## src/rtl/eco_stage_pkg.sv

```systemverilog
// Shared widths, FSM states and core pin mapping for the ECO vector issue/capture stage.
package eco_stage_pkg;

    localparam int VEC_IN_W  = 11;
    localparam int VEC_OUT_W = 6;

    typedef enum logic [1:0] {
        IDLE  = 2'd0,
        DRIVE = 2'd1,
        HOLD  = 2'd2
    } state_t;

    // Core input gi sits on in_vec/core_in bit i.
    localparam int G0_IDX  = 0;
    localparam int G1_IDX  = 1;
    localparam int G2_IDX  = 2;
    localparam int G3_IDX  = 3;
    localparam int G4_IDX  = 4;
    localparam int G5_IDX  = 5;
    localparam int G6_IDX  = 6;
    localparam int G7_IDX  = 7;
    localparam int G8_IDX  = 8;
    localparam int G9_IDX  = 9;
    localparam int G10_IDX = 10;

    // Core outputs g11..g16 sit on core_out/out_vec bits 0..5.
    localparam int G11_IDX = 0;
    localparam int G12_IDX = 1;
    localparam int G13_IDX = 2;
    localparam int G14_IDX = 3;
    localparam int G15_IDX = 4;
    localparam int G16_IDX = 5;

endpackage

```

## src/rtl/eco_vec_fifo.sv

```systemverilog
// DEPTH x 11 synchronous vector FIFO with registered count; a pushed entry is
// visible at rdata only from the cycle after the push.
module eco_vec_fifo
    import eco_stage_pkg::*;
#(
    parameter int DEPTH = 4
) (
    input  logic                    clk,
    input  logic                    rst,
    input  logic                    push,
    input  logic                    pop,
    input  logic [VEC_IN_W-1:0]     wdata,
    output logic [VEC_IN_W-1:0]     rdata,
    output logic [$clog2(DEPTH):0]  count,
    output logic                    full,
    output logic                    empty
);

    localparam int AW = $clog2(DEPTH);
    localparam logic [AW:0] FULL_CNT = (AW+1)'(DEPTH);

    logic [VEC_IN_W-1:0] mem [DEPTH];
    logic [AW-1:0]       wr_ptr;
    logic [AW-1:0]       rd_ptr;

    // NOTE: the storage array is deliberately not reset; pointers and count
    // alone decide which entries are live, so stale contents are never read.
    always_ff @(posedge clk) begin
        if (push) begin
            mem[wr_ptr] <= wdata;
        end
    end

    // NOTE: sequential state uses non-blocking assignments so every register
    // samples pre-edge values, independent of statement order.
    always_ff @(posedge clk or posedge rst) begin
        if (rst) begin
            wr_ptr <= '0;
            rd_ptr <= '0;
            count  <= '0;
        end else begin
            if (push) wr_ptr <= wr_ptr + 1'b1;
            if (pop)  rd_ptr <= rd_ptr + 1'b1;
            case ({push, pop})
                2'b10:   count <= count + 1'b1;
                2'b01:   count <= count - 1'b1;
                default: count <= count;
            endcase
        end
    end

    assign rdata = mem[rd_ptr];
    assign full  = (count == FULL_CNT);
    assign empty = (count == '0);

endmodule

```

## src/rtl/eco_vec_stage.sv

```systemverilog
// Issue/capture stage around the combinational ECO core: queues vectors, drives
// core_in, waits SETTLE cycles, registers core_out and hands it downstream.
module eco_vec_stage
    import eco_stage_pkg::*;
#(
    parameter int DEPTH  = 4,
    parameter int SETTLE = 1,
    parameter int CNT_W  = 16
) (
    input  logic                  clk,
    input  logic                  rst,
    input  logic                  in_valid,
    output logic                  in_ready,
    input  logic [VEC_IN_W-1:0]   in_vec,
    output logic [VEC_IN_W-1:0]   core_in,
    input  logic [VEC_OUT_W-1:0]  core_out,
    output logic                  out_valid,
    input  logic                  out_ready,
    output logic [VEC_OUT_W-1:0]  out_vec,
    output logic [CNT_W-1:0]      issued_cnt,
    output logic                  busy
);

    localparam logic [3:0] SETTLE_LOAD = 4'(SETTLE - 1);

    state_t                  state;
    state_t                  state_nxt;
    logic [3:0]              settle_cnt;
    logic                    issue;
    logic                    capture;
    logic                    release_out;
    logic                    fifo_push;
    logic [VEC_IN_W-1:0]     fifo_rdata;
    logic [$clog2(DEPTH):0]  fifo_count;
    logic                    fifo_full;
    logic                    fifo_empty;

    assign in_ready  = !fifo_full;
    assign fifo_push = in_valid && in_ready;

    eco_vec_fifo #(
        .DEPTH (DEPTH)
    ) u_fifo (
        .clk   (clk),
        .rst   (rst),
        .push  (fifo_push),
        .pop   (issue),
        .wdata (in_vec),
        .rdata (fifo_rdata),
        .count (fifo_count),
        .full  (fifo_full),
        .empty (fifo_empty)
    );

    always_ff @(posedge clk or posedge rst) begin
        if (rst) state <= IDLE;
        else     state <= state_nxt;
    end

    // NOTE: every output of this block gets a default first, so no path can
    // leave a signal unassigned and infer a latch.
    always_comb begin
        state_nxt   = state;
        issue       = 1'b0;
        capture     = 1'b0;
        release_out = 1'b0;
        case (state)
            IDLE: begin
                if (!fifo_empty) begin
                    issue     = 1'b1;
                    state_nxt = DRIVE;
                end
            end
            DRIVE: begin
                if (settle_cnt == 4'd0) begin
                    capture   = 1'b1;
                    state_nxt = HOLD;
                end
            end
            HOLD: begin
                // Accepted result with more work queued reissues on the same edge.
                if (out_ready) begin
                    release_out = 1'b1;
                    if (!fifo_empty) begin
                        issue     = 1'b1;
                        state_nxt = DRIVE;
                    end else begin
                        state_nxt = IDLE;
                    end
                end
            end
            default: state_nxt = IDLE;
        endcase
    end

    always_ff @(posedge clk or posedge rst) begin
        if (rst) begin
            core_in    <= '0;
            settle_cnt <= '0;
            out_valid  <= 1'b0;
            out_vec    <= '0;
            issued_cnt <= '0;
        end else begin
            if (issue) begin
                core_in    <= fifo_rdata;
                settle_cnt <= SETTLE_LOAD;
                if (issued_cnt != '1) issued_cnt <= issued_cnt + 1'b1;
            end else if (state == DRIVE && settle_cnt != 4'd0) begin
                settle_cnt <= settle_cnt - 1'b1;
            end

            if (capture) begin
                out_vec   <= core_out;
                out_valid <= 1'b1;
            end else if (release_out) begin
                out_valid <= 1'b0;
            end
        end
    end

    assign busy = (state != IDLE) || (fifo_count != '0);

endmodule
```

## config.mk

```make
export PLATFORM = sky130hd
export DESIGN_NAME = eco_vec_stage
export DESIGN_NICKNAME = d
export VERILOG_FILES = /design/src/rtl/eco_stage_pkg.sv /design/src/rtl/eco_vec_fifo.sv /design/src/rtl/eco_vec_stage.sv
export SDC_FILE = /design/constraint.sdc
export NUM_CORES = 1
export LEC_CHECK = 0
export ABC_AREA = 1
export CAP_MARGIN = 20
export CORE_MARGIN = 1
export CORE_UTILIZATION = 45
export DETAILED_ROUTE_END_ITERATION = 10
export DONT_BUFFER_PORTS = 1
export PLACE_DENSITY_LB_ADDON = 0.2
export SLEW_MARGIN = 10
export SYNTH_ARGS = -nofsm -noshare
export SYNTH_HDL_FRONTEND = slang
export SYNTH_SLANG_ARGS = --single-unit
```

## constraint.sdc

```tcl
create_clock -name clk -period 4.15 [get_ports clk]
set_input_delay 0.83 -clock clk [delete_from_list [all_inputs] [get_ports clk]]
set_output_delay 0.83 -clock clk [all_outputs]
set_load 0.03 [all_outputs]
```

Word level (Yosys, flattened, before mapping) --
Memories as Yosys holds them, arrays and structs flattened. A register that Yosys moved wholly into a read port is not among the register bits. Index checks and enable logic that the tools add are counted.
Storage, ports and cells: flip-flop bits (word level) 36, latch bits 0, memory bits (writable) 44, ROM bits 0, bits of input ports 21, output and inout bits 36, memories kept 1
Memory list:
- u_fifo.mem | words 4, bits a word 11, rd ports 1, clocked after memory_dff 1, write ports 1, line eco_vec_fifo.sv:22 | logic [VEC_IN_W-1:0] mem [DEPTH];
Operators by class: add/subtract/negate cells 6, $mul 0, div/mod/pow operators 0, $lt $le $gt $ge 0, equal/unequal tests 9, shifts and indexed selects 0, multiplexer cells 19, bitwise logic cells 0, reduce and logical (&&, ||, !) cells 15
Operators with widths (count):
- adder 16 x 1 -> 16 bit, second input constant | 1
- inequality test 16 bit, second input constant | 1
- two-way mux 1 bit | 11
- two-way mux 4 bit | 2
- nonzero test 2 bit | 4
- two-way mux 2 bit | 3
- inequality test 2 bit, second input constant | 3
- one-hot mux 2 bit (3 select lines) | 1
- one-hot mux 3 bit (2 select lines) | 1
- adder 2 x 1 -> 2 bit, second input constant | 2
- equality test 2 x 1 -> 1 bit, second input constant | 2
- equality test 2 bit, second input constant | 2
- logical NOT 4 bit | 1
- nonzero test 4 bit | 1
- subtractor 4 x 1 -> 4 bit, second input constant | 1
- adder 3 x 1 -> 3 bit, second input constant | 1
- equality test 3 bit, second input constant | 1
- logical NOT 3 bit | 1
- AND reduction 3 bit | 1
- nonzero test 3 bit | 1
- subtractor 3 x 1 -> 3 bit, second input constant | 1
- logical AND 1 bit | 2
- logical NOT 2 bit | 1
- one-hot mux 1 bit (2 select lines) | 1
- 3 further kinds | 3

Depth between registers and ports, before layout --
word-level depth 6, depth in mapped cells 10

By module --
Synthesis repeated with hierarchy kept, for this count alone.
Second synthesis, totals: cell total of the unflattened synthesis 412, area total of the unflattened synthesis 4145.2 um2
Modules (own cells, without submodules):
- eco_vec_fifo | times used 1, cells an instance 178, area each 2185.8 um2
- eco_vec_stage | times used 1, cells an instance 234, area each 1959.4 um2

Least setup slack after synthesis --
No wires, ideal clock.
path type input to register, from in out_ready, to reg u_fifo.count[2], setup time 131 ps, arrival 2261 ps, data required time 4019 ps, path slack 1759 ps, cell stages on the path 10, buffers on the path 1, cells stage by stage inv_1 a21oi_1 nand2_2 inv_2 buf_2 ha_1 fa_1 a21oi_1 o21ai_0 xor2_1
Between the ends: cells in the longest elaborated chain, start to end 4, elaborated cells between the ends (all ways) 6, those cells by class eq/ne (2); mux (3); reduce/logical (1)
RTL lines:
- start, declared | line eco_vec_stage.sv:18 | input logic out_ready,
- two-way mux 1 bit (*) | line eco_vec_stage.sv:82 | if (out_ready) begin
- one-hot mux 1 bit (2 select lines) (*) | line eco_vec_stage.sv:67 | case (state)
- equality test 2 x 1 -> 1 bit or equality test 2 bit (tied branches) | line eco_vec_fifo.sv:44 | case ({push, pop})
- one-hot mux 3 bit (2 select lines) or nonzero test 2 bit (tied branches)
- end signal, assigned | line eco_vec_fifo.sv:45 | 2'b10: count <= count + 1'b1;
- end signal, assigned | line eco_vec_fifo.sv:46 | 2'b01: count <= count - 1'b1;
- end signal, assigned | line eco_vec_fifo.sv:47 | default: count <= count;
- end, declared | line eco_vec_fifo.sv:14 | output logic [$clog2(DEPTH):0] count,
Mark *: on every way between the ends. The rest lies on a longest branch, timed or not. A chain may end at the register's enable or synchronous reset.

Worst setup path in the final report --
from reg u_fifo.count[1], to reg u_fifo.count[2]
Between the ends: cells in the longest elaborated chain, start to end 6, elaborated cells between the ends (all ways) 13, those cells by class add/sub (2); eq/ne (3); mux (4); reduce/logical (4)
RTL lines:
- logical NOT 3 bit | line eco_vec_fifo.sv:54 | assign empty = (count == '0);
- two-way mux 1 bit | line eco_vec_stage.sv:69, eco_vec_stage.sv:84
- two-way mux 1 bit | line eco_vec_stage.sv:82
- one-hot mux 1 bit (2 select lines) | line eco_vec_stage.sv:67
- equality test 2 x 1 -> 1 bit or equality test 2 bit (tied branches) | line eco_vec_fifo.sv:44
- one-hot mux 3 bit (2 select lines) or nonzero test 2 bit (tied branches)
Parallel ways exist; a longest one is shown, timed or not.

==> impl_metrics.ini <==
[outcome]
status = finished, final reports clean

[route]
wirelength_um = 7720
ant_nets = 0
drtIter0Drc = 106
drt_first_pass_iters = 4
via_per_inst = 5.19
routedWlPerCell_um = 15.2
drc_errors = 0
num_vias = 2641

[timing]
fmax_ghz = 0.408
final_max_slew_viol_count = 0
fin_skew_ns = 0.00952
slew_headroom_pct = 29.7
worst_pin_slew_ns = 1.05
period_share_pct = 59.1
grt_setup_unrepaired = false
fin_hold_ws_ns = 0.398
setup_viol = 0
fin_crit_ns = 2.45
tns_ns = 0
hold_violations = 0

[yosys]
syn-cell-area_um2 = 3990
seq_area_frac_synth_pct = 62.6
synth-seq-cells = 91
synth.avg_cell_area_um2 = 10.1
synth_cells = 394
synth_cell_types = 25
synth_nets = 424
synth_warnings = 0

[floorplan]
die_h_um = 96.2
num_rows = 33
core-area_um2 = 8380
initial_utilization_pct = 47.6
die_area_um2 = 9250
die_x_um = 96.2
top_level_ports = 57

[critical_path]
required_ns = 4.38
worstSetupEndpointType = register
max_stage_delay_ns = 0.41
worstSetupPathType = register to register
arrival_ns = 2.68
path_delay_family = adder cells
cp-start-kind = register
path_cells = inv_1 > nand3_1 > nand2_2 > inv_2 > ha_1 > fa_1 > a21oi_1 > o21ai_0 > xor2_1
slowest_stage = dfrtp_1
path_max_fanout = 17
worst-path-buf-inv = 2

[clock_tree]
clock-sinks = 91
clk_path_buf_depth = 2
numCtsBuffers = 9
hold_buffers = 0
cts-root-buf = clkbuf_8
clk_pin_slew_ns = 0.09
clock_latency_ns = 0.36
h-tree-depth = 3
cts_tree = done
post_cts_resized = 0
postCtsSetupBuffers = 0

[global_routing]
track_usage_pct = 17.9
antenna_found_initial = 0
grt_pass1_vias = 2453
grt_max_degree = 48
overflow = 0
grt_pass1_wl_um = 12000

[place]
placed_cells = 489
port_buffers = 0
post_dp_cell_area_um2 = 4070
place.gp.congestion = 0.787
hpwl_um = 4970

[layout]
layout_common_cells = 114 x nand2_1, 49 x nor2_1, 47 x dfrtp_1
syn_to_final_growth_pct = 7.90
fin_cells = 509
final_net_count = 429
final_common_cell = nand2_1
insertedDiodeCount = 0
n_fill_cell = 755
final_cell_area_um2 = 4310
drive_gt1_share_pct = 8.91

[pwr]
p_seq_share_pct = 51.9
powerDensity_nw_per_um2 = 779
comb_power_share_pct = 31.2
ir_drop_v = 0.000449
power.switching_mw = 1.53
internal_power_mw = 1.83
clkPwrFrac_pct = 16.9
swShare_pct = 45.6
power_mw = 3.36
p_leak_nw = 1.85

[worst_hold_path]
hold_path.class = primary input to async pin

[flow_run]
cap_violations = 0
## worst register-to-register path: stages (launching register included)
cell and delay (ns):
dfrtp_1 0.41, inv_1 0.10, nand3_1 0.12, nand2_2 0.30, inv_2 0.25, ha_1 0.29
fa_1 0.40, a21oi_1 0.16, o21ai_0 0.14, xor2_1 0.16
## flip-flops by register name, summed over array words and instances (netlist names), 2 cells and up
register,cells
core_in,11
out_vec,6
settle_cnt,4
u_fifo.rd_ptr,2
u_fifo.wr_ptr,2
u_fifo.count,3
issued_cnt,16
state,2
u_fifo.mem,44
## cell type report
class / count / area [µm²] / area share, %
flip-flops and latches: 91 / 2500 / 58.0
multi-input cells: 265 / 1340 / 31.0
well taps: 105 / 131 / 3.05
clock buffers: 10 / 128 / 2.96
inverters: 28 / 105 / 2.44
clock inverters: 6 / 56.3 / 1.31
repair buffers: 4 / 53.8 / 1.25
## power groups by stage
stage	Combinational (mW)	Clock, mW	Sequential (mW)
final	1.05	0.566	1.74
after global routing	1.22	0.616	1.79
after global placement	1.00	0	1.77
after CTS	1.04	0.585	1.75
after detailed placement	1.04	0	1.77
after floorplan	0.889	0	1.67
## synth_stat cells
master | instances | area, µm²
nand2_4 | 2 | 22.5
xnor2_1 | 4 | 35.0
nand4_1 | 6 | 37.5
nand2_2 | 4 | 25.0
clkbuf_1 | 7 | 26.3
inv_1 | 27 | 101
a21oi_1 | 6 | 30.0
fa_1 | 1 | 20.0
dfrtp_1 | 47 | 1180
xor2_1 | 7 | 61.3
mux2_2 | 6 | 67.6
nand2_1 | 114 | 428
buf_2 | 1 | 5.00
o22ai_1 | 12 | 75.1
edfxtp_1 | 44 | 1320
ha_1 | 8 | 100
nand3_1 | 12 | 60.1
or3_1 | 1 | 6.26
o21ai_0 | 30 | 150
nand3_2 | 1 | 10.0
nor2_1 | 49 | 184
nor2_4 | 1 | 11.3
nand3b_2 | 1 | 11.3
buf_6 | 2 | 22.5
inv_2 | 1 | 3.75
## worst paths after layout
path                                 start               to  slack [ns]  depth (start not counted)
setup / recovery           u_fifo.count[1]  u_fifo.count[2]        1.70                          9
hold / removal                         rst    issued_cnt[0]        0.40                          1
hold reg to reg              settle_cnt[3]    settle_cnt[3]        0.47                          1
min in group clk             settle_cnt[3]    settle_cnt[3]        0.47                          1
max in group asynchronous              rst   issued_cnt[12]        3.24                          2
setup reg to reg           u_fifo.count[1]  u_fifo.count[2]        1.70                          9
## per-layer routing
layer / track usage [%] / vias to the layer above / part of all wire, %
li1: - / 1316 / -
met3: 5.06 / 9 / 6.5
met2: 27.6 / 74 / 47
met1: 23.9 / 1242 / 45
met4: 6.84 / 0 / 1.2
met5: 0 / - / 0
## through the flow
stage | setup WS (ns) | util, %
after floorplan | 1.76 | -
after global placement | 1.48 | 48.5
after detailed placement | 1.36 | 48.5
after CTS | 1.68 | 50.7
after global routing | 1.43 | 51.4
final | 1.70 | 51.4
## kinds of logic after synthesis
| group | share of synthesized area (%) |
|---|---|
| fa+ha+maj | 3.01 |
| flops | 62.6 |
| xor+xnor | 2.41 |
| mux | 1.69 |
| buf+inv | 3.98 |
| compound gates | 6.39 |
| simple gates | 19.9 |
No activity file was read; power rests on OpenSTA's default activity.
